$ cat src/rtl/game_input_pkg.sv
// game_input_pkg -- shared constants and types for the button conditioner.
//   Button indices into the 4-bit button vectors, the per-button debounce
//   state type, default timing constants and a counter width helper.
//   Used with and without BTN_AUTOREPEAT_EN.
package game_input_pkg;

  localparam int BTN_LEFT  = 0;
  localparam int BTN_RIGHT = 1;
  localparam int BTN_ROT   = 2;
  localparam int BTN_CLR   = 3;

  // 1 ms tick at 50 MHz; all other timing is expressed in ticks.
  localparam int TICK_DIV_DEF   = 50000;
  localparam int DEB_TICKS_DEF  = 20;
  localparam int RPT_DELAY_DEF  = 300;
  localparam int RPT_PERIOD_DEF = 100;

  typedef enum logic [1:0] {
    ST_IDLE    = 2'd0,
    ST_DEB_ON  = 2'd1,
    ST_HELD    = 2'd2,
    ST_DEB_OFF = 2'd3
  } btn_state_e;

  // Bits needed to hold the values 0..max_val.
  function automatic int cnt_width(input int max_val);
    return (max_val < 2) ? 1 : $clog2(max_val + 1);
  endfunction

endpackage

$ cat src/rtl/debounce_cell.sv
// debounce_cell -- debounce FSM (and optional auto-repeat) for one button.
//   Macro BTN_AUTOREPEAT_EN adds the repeat counters and RPT_* parameters;
//   without it move is the press pulse and no repeat logic exists.
// Ports:
//   CLK    in   system clock
//   RST    in   synchronous active-high reset
//   tick   in   one-cycle debounce/repeat time base
//   din    in   synchronized button bit
//   level  out  debounced level (registered)
//   press  out  one-cycle pulse on accepted press (registered)
//   move   out  press pulse plus auto-repeat pulses (registered)
//
// state      | meaning
// ST_IDLE    | released, waiting for a 1
// ST_DEB_ON  | saw a 1, counting stable ticks at 1
// ST_HELD    | accepted press, button held
// ST_DEB_OFF | saw a 0 while held, counting stable ticks at 0
module debounce_cell
  import game_input_pkg::*;
#(
  parameter int DEB_TICKS  = DEB_TICKS_DEF
`ifdef BTN_AUTOREPEAT_EN
  ,
  parameter int RPT_DELAY  = RPT_DELAY_DEF,
  parameter int RPT_PERIOD = RPT_PERIOD_DEF,
  parameter bit RPT_EN     = 1'b1
`endif
) (
  input  logic CLK,
  input  logic RST,
  input  logic tick,
  input  logic din,
  output logic level,
  output logic press,
  output logic move
);

  localparam int SW = cnt_width(DEB_TICKS - 1);
  localparam logic [SW-1:0] STAB_LAST = SW'(DEB_TICKS - 1);

  btn_state_e    state_q, state_d;
  logic [SW-1:0] stab_q, stab_d;
  logic          level_q, level_d;
  logic          press_q, press_d;

  always_comb begin
    state_d = state_q;
    stab_d  = stab_q;
    press_d = 1'b0;
    case (state_q)
      ST_IDLE: begin
        if (din) begin
          state_d = ST_DEB_ON;
          stab_d  = '0;
        end
      end
      ST_DEB_ON: begin
        if (tick) begin
          if (!din) begin
            state_d = ST_IDLE;
            stab_d  = '0;
          end else if (stab_q == STAB_LAST) begin
            state_d = ST_HELD;
            stab_d  = '0;
            press_d = 1'b1;
          end else begin
            stab_d = stab_q + SW'(1);
          end
        end
      end
      ST_HELD: begin
        if (!din) begin
          state_d = ST_DEB_OFF;
          stab_d  = '0;
        end
      end
      ST_DEB_OFF: begin
        if (tick) begin
          if (din) begin
            state_d = ST_HELD;
            stab_d  = '0;
          end else if (stab_q == STAB_LAST) begin
            state_d = ST_IDLE;
            stab_d  = '0;
          end else begin
            stab_d = stab_q + SW'(1);
          end
        end
      end
      default: begin
        state_d = ST_IDLE;
        stab_d  = '0;
      end
    endcase
    level_d = (state_d == ST_HELD) || (state_d == ST_DEB_OFF);
  end

  always_ff @(posedge CLK) begin
    if (RST) begin
      state_q <= ST_IDLE;
      stab_q  <= '0;
      level_q <= 1'b0;
      press_q <= 1'b0;
    end else begin
      state_q <= state_d;
      stab_q  <= stab_d;
      level_q <= level_d;
      press_q <= press_d;
    end
  end

  assign level = level_q;
  assign press = press_q;

`ifdef BTN_AUTOREPEAT_EN
  localparam int RPT_MAXV = (RPT_DELAY > RPT_PERIOD) ? RPT_DELAY : RPT_PERIOD;
  localparam int RW = cnt_width(RPT_MAXV);
  localparam logic [RW-1:0] DELAY_V  = RW'(RPT_DELAY);
  localparam logic [RW-1:0] PERIOD_V = RW'(RPT_PERIOD);

  logic [RW-1:0] rpt_cnt_q, rpt_cnt_d, rpt_inc;
  logic          rpt_armed_q, rpt_armed_d;  // first repeat already emitted
  logic          rpt_fire;
  logic          move_q, move_d;

  always_comb begin
    rpt_cnt_d   = rpt_cnt_q;
    rpt_armed_d = rpt_armed_q;
    rpt_fire    = 1'b0;
    rpt_inc     = (rpt_cnt_q == '1) ? rpt_cnt_q : rpt_cnt_q + RW'(1);
    // Only ticks spent wholly inside HELD count; any exit restarts the delay.
    if (state_d != ST_HELD) begin
      rpt_cnt_d   = '0;
      rpt_armed_d = 1'b0;
    end else if (RPT_EN && tick && (state_q == ST_HELD)) begin
      if (rpt_inc == (rpt_armed_q ? PERIOD_V : DELAY_V)) begin
        rpt_fire    = 1'b1;
        rpt_cnt_d   = '0;
        rpt_armed_d = 1'b1;
      end else begin
        rpt_cnt_d = rpt_inc;
      end
    end
    move_d = press_d | rpt_fire;
  end

  always_ff @(posedge CLK) begin
    if (RST) begin
      rpt_cnt_q   <= '0;
      rpt_armed_q <= 1'b0;
      move_q      <= 1'b0;
    end else begin
      rpt_cnt_q   <= rpt_cnt_d;
      rpt_armed_q <= rpt_armed_d;
      move_q      <= move_d;
    end
  end

  assign move = move_q;
`else
  assign move = press_q;
`endif

endmodule

$ cat src/rtl/btn_conditioner.sv
// btn_conditioner -- synchronizes, debounces and strobes four game buttons.
//   Holds the 2-flop synchronizers, the free-running tick generator and the
//   left/right move interlock; one debounce_cell per button.
//   Optional macro BTN_AUTOREPEAT_EN enables auto-repeat on left/right/rotate.
// Ports:
//   CLK        in   system clock
//   RST        in   synchronous active-high reset
//   btn_raw    in   [3:0] raw switches {clear, rotation, right, left}
//   btn_level  out  [3:0] debounced levels
//   btn_press  out  [3:0] one-cycle press pulses
//   btn_move   out  [3:0] press plus repeat strobes, left/right interlocked
//   any_press  out  OR of btn_press
module btn_conditioner
  import game_input_pkg::*;
#(
  parameter int TICK_DIV   = TICK_DIV_DEF,
  parameter int DEB_TICKS  = DEB_TICKS_DEF,
  parameter int RPT_DELAY  = RPT_DELAY_DEF,
  parameter int RPT_PERIOD = RPT_PERIOD_DEF
) (
  input  logic       CLK,
  input  logic       RST,
  input  logic [3:0] btn_raw,
  output logic [3:0] btn_level,
  output logic [3:0] btn_press,
  output logic [3:0] btn_move,
  output logic       any_press
);

  if (TICK_DIV < 2 || DEB_TICKS < 1 || RPT_DELAY < 1 || RPT_PERIOD < 1) begin : g_bad_params
    $error("btn_conditioner: timing parameters out of range");
  end

  localparam int TW = cnt_width(TICK_DIV - 1);
  localparam logic [TW-1:0] TICK_LAST = TW'(TICK_DIV - 1);

  logic [3:0]    sync1_q, sync1_d, sync2_q, sync2_d;
  logic [TW-1:0] tick_cnt_q, tick_cnt_d;
  logic          tick_q, tick_d;
  logic [3:0]    cell_move;

  always_comb begin
    sync1_d    = btn_raw;
    sync2_d    = sync1_q;
    tick_d     = (tick_cnt_q == TICK_LAST);
    tick_cnt_d = tick_d ? '0 : tick_cnt_q + TW'(1);
  end

  always_ff @(posedge CLK) begin
    if (RST) begin
      sync1_q    <= '0;
      sync2_q    <= '0;
      tick_cnt_q <= '0;
      tick_q     <= 1'b0;
    end else begin
      sync1_q    <= sync1_d;
      sync2_q    <= sync2_d;
      tick_cnt_q <= tick_cnt_d;
      tick_q     <= tick_d;
    end
  end

  for (genvar i = 0; i < 4; i++) begin : g_cell
    debounce_cell #(
      .DEB_TICKS (DEB_TICKS)
`ifdef BTN_AUTOREPEAT_EN
      ,
      .RPT_DELAY (RPT_DELAY),
      .RPT_PERIOD(RPT_PERIOD),
      .RPT_EN    (i != BTN_CLR)
`endif
    ) u_cell (
      .CLK  (CLK),
      .RST  (RST),
      .tick (tick_q),
      .din  (sync2_q[i]),
      .level(btn_level[i]),
      .press(btn_press[i]),
      .move (cell_move[i])
    );
  end

  // Left and right together would cancel out, so neither moves.
  always_comb begin
    btn_move = cell_move;
    if (btn_level[BTN_LEFT] && btn_level[BTN_RIGHT]) begin
      btn_move[BTN_LEFT]  = 1'b0;
      btn_move[BTN_RIGHT] = 1'b0;
    end
  end

  assign any_press = |btn_press;

endmodule

$ cat config.mk
export PLATFORM = sky130hd
export DESIGN_NAME = btn_conditioner
export DESIGN_NICKNAME = d
export VERILOG_FILES = /design/src/rtl/game_input_pkg.sv /design/src/rtl/debounce_cell.sv /design/src/rtl/btn_conditioner.sv
export SDC_FILE = /design/constraint.sdc
export NUM_CORES = 1
export LEC_CHECK = 0
export ABC_AREA = 1
export CORE_UTILIZATION = 53
export DETAILED_ROUTE_END_ITERATION = 8
export GPL_TIMING_DRIVEN = 0
export PLACE_DENSITY_LB_ADDON = 0.2
export SYNTH_ARGS = -nofsm -noshare
export SYNTH_HDL_FRONTEND = slang
export SYNTH_SLANG_ARGS = --single-unit
$ cat constraint.sdc
create_clock -name CLK -period 1.4 [get_ports CLK]
set_input_delay 0.21 -clock CLK [delete_from_list [all_inputs] [get_ports CLK]]
set_output_delay 0.21 -clock CLK [all_outputs]
set_load 0.03 [all_outputs]
==> impl_results.md <==
- Synth unique cells: 32
- Largest net degree at the start of global routing: 11
- Post-synth EDFFs: 0
- Critical path endpoint category: flop
- Hold WC Path Type: primary input to flop
- Power Dens Cells: ~940 nW/um^2
- Num CTS Buffers: 9
- Slew Viols, Final: 0
- CP Cell Sequence: ha_4 > nand2_4 > nor2_4 > inv_2 > nor2_2 > nand2_2 > nand2_4 > buf_6 > a21oi_2
- Area grow syn2layout: 16.6%
- Buffers and inverters on the worst path: 2
- Area of the multi-input gates: about 1500 um^2
- 1st-iter DRT viols: roughly 110
- Setup Crit Path Kind: flop to flop
- Place WS: -0.0934 ns
- IO Port Bufs: 17
- Top_reg_cell synth: dfxtp_1
- Maxcap violations: 0
- WL per Instance: between 10 and 15 um
- Pre-Repair DR Iteration Count: 4
- Crit path depth: 9
- GRT Overall Usage: 0.228
- Starting Density: 0.559
- Layout cell share with drive strength beyond 1: 0.172
- Antenna-violating nets left: 0
- Syn_nets: around 480
- Final hold vios: 0
- CTS tree: yes
- P_leak: around 1.5 nW
- Setup_tns: 0 ns
- Outcome: finished, final reports clean
- CTS sink cnt: 61
- Core Box Area: 5570 um^2
- Worst slew margin: 0.649
- Worst path arrival time: about 1.6 ns
- Root buffer cell: clkbuf_8
- Top cell type by total area after synthesis: dfxtp_1
- Most frequent cell after synthesis: nand2_1
- Global-route wire length before repair: 11.0 mm
- Setup ws final: roughly 0.046 ns
- Clock Latency Late Sink: approximately 0.33 ns
- Clock slew at reported path FFs: around 0.070 ns
- Num rows: 27
- Most used cell, CP: nand2_4
- Die Width: between 70 and 80 um
- Post-synth top cells: nand2_1 (112), nor2_1 (67), dfxtp_1 (61), inv_1 (61), nand3_1 (48)
- Residual DRC: 0
- Fin crit period: 1.35 ns
- CP delay by family, top: simple AND/OR/NAND/NOR gates
- Period utilisation layout: 0.967
- Vias: around 2900
- R2r worst-path depth: 9
- Post-synthesis cell area: between 3000 and 4000 um^2
- GRT overflow: 0
- WP data required: 1.62 ns
- Fin cells: a little under 600
- Initial antenna violation count: 0
- Critical path launch point type: flop
- Via density: approximately 5
- CP max stage cell: dfxtp_2
- Cells after synthesis: between 400 and 500
- Final HPWL DP: approximately 4.5 mm
- Hold depth: 2
- Hold buffers post-CTS: 0
- Syn_area_per_cell: 6.70 um^2
- Crit path max fanout: 5
- Diode count: 0
- I/O pin count: 19
- Setup violations, final: 0
- Synthesis Warnings: 0
- R2r setup slk: ~0.046 ns
- Asr flop ratio synth: 0
- H-tree lvl count: 3
- Die Area: ~6200 um^2
- Worst vdd ir: roughly 1.1 mV
- Routability congestion estimate: about 0.88
- Vias in the first global route: between 2000 and 3000
- Synth top area cells: dfxtp_1 (39%), nand2_1 (13%), nor2_1 (8.1%)
- Cells after DPL: around 550
- Die H: roughly 79 um
- Layout fillers: approximately 550
- Setup Skew: ~0.01 ns
- Fin nets: 512
- Sequential area share after synthesis: 0.392
- Worst path max stage delay: roughly 0.35 ns
- Number of register bits inferred by synthesis: a little over 60
- Post-synth top area share: 0.392
- Max frequency: roughly 740 MHz
- Clock Tree Buf Depth: 2
- FF+latch area: 1230 um^2
- Worst Max-Slew Pin Slew: roughly 0.53 ns
- DRT Wirelength: about 6.4 mm
==> timing repair <==
item	4_1_cts	5_1_grt
resized for setup	34	26
setup endpoints to repair	24	28
setup buffers	5	3
pin swaps	2	4
gates cloned	1	0
==> kinds of logic after synthesis <==
family,synth area share
and+or+nand+nor,0.364
adders and majority gates,0.0201
AOI/OAI and AO/OA,0.0835
xor gates and xnor gates,0.0112
buffers and inverters,0.129
DFF,0.392
==> power breakdown <==
part | leakage, nW | total (mW) | internal (mW) | switching (mW)
logic | 0.937 | 0.233 | 0.0904 | 0.142
registers | 0.496 | 1.80 | 1.77 | 0.0279
clock network | 0.0877 | 1.39 | 0.740 | 0.649
==> flip-flops by register name, indices dropped and copies added (netlist names) <==
register and flops:
g_cell.u_cell.move 4, g_cell.u_cell.stab_q 20, g_cell.u_cell.state_q 8, tick_q 1
sync1_q 4, g_cell.u_cell.level 4, sync2_q 4, tick_cnt_q 16
==> layer usage <==
metal	global-route usage	part of all wire
met1	0.290	0.47
met2	0.370	0.46
met3	0.0430	0.049
met4	0.106	0.017
met5	0	0
==> cells in the final DEF (no fill, tap or decap), types with 10 or more instances in the layout <==
master,instances
clkbuf_8,11
nand2_1,109
inv_1,61
nand3_1,48
nor2_2,10
nor2_1,65
dfxtp_1,57
o21ai_0,11
buf_4,17
a21oi_1,25
==> final cells by class <==
type | count | area share
Timing Repair Buffer | 26 | 0.0630
Tap cell | 72 | 0.0248
Sequential cell | 61 | 0.338
Buffer | 17 | 0.0337
Clock buffer | 15 | 0.0458
Inverter | 69 | 0.0716
Multi-Input combinational cell | 317 | 0.422
Clock inverter | 1 | 0.00138
==> worst paths after layout <==
path / start / endpoint
max: tick_cnt_q[1] / tick_cnt_q[12]
min: RST / g_cell[3].u_cell.move
max reg2reg: tick_cnt_q[1] / tick_cnt_q[12]
min reg2reg: sync1_q[2] / sync2_q[2]
==> metrics by stage <==
| step | util | hold WS [ns] | instance area, um^2 | power, mW |
|---|---|---|---|---|
| detailed placement | 0.606 | 0.397 | 3380 | 2.04 |
| CTS | 0.654 | 0.169 | 3640 | 3.44 |
| finish | 0.652 | 0.184 | 3630 | 3.42 |
| global placement | 0.606 | 0.394 | 3380 | 2.03 |
| global route | 0.652 | 0.190 | 3630 | 3.56 |
| floorplan | - | 0.317 | 3120 | 1.98 |
Note: power is estimated with default switching activity, not from simulation.
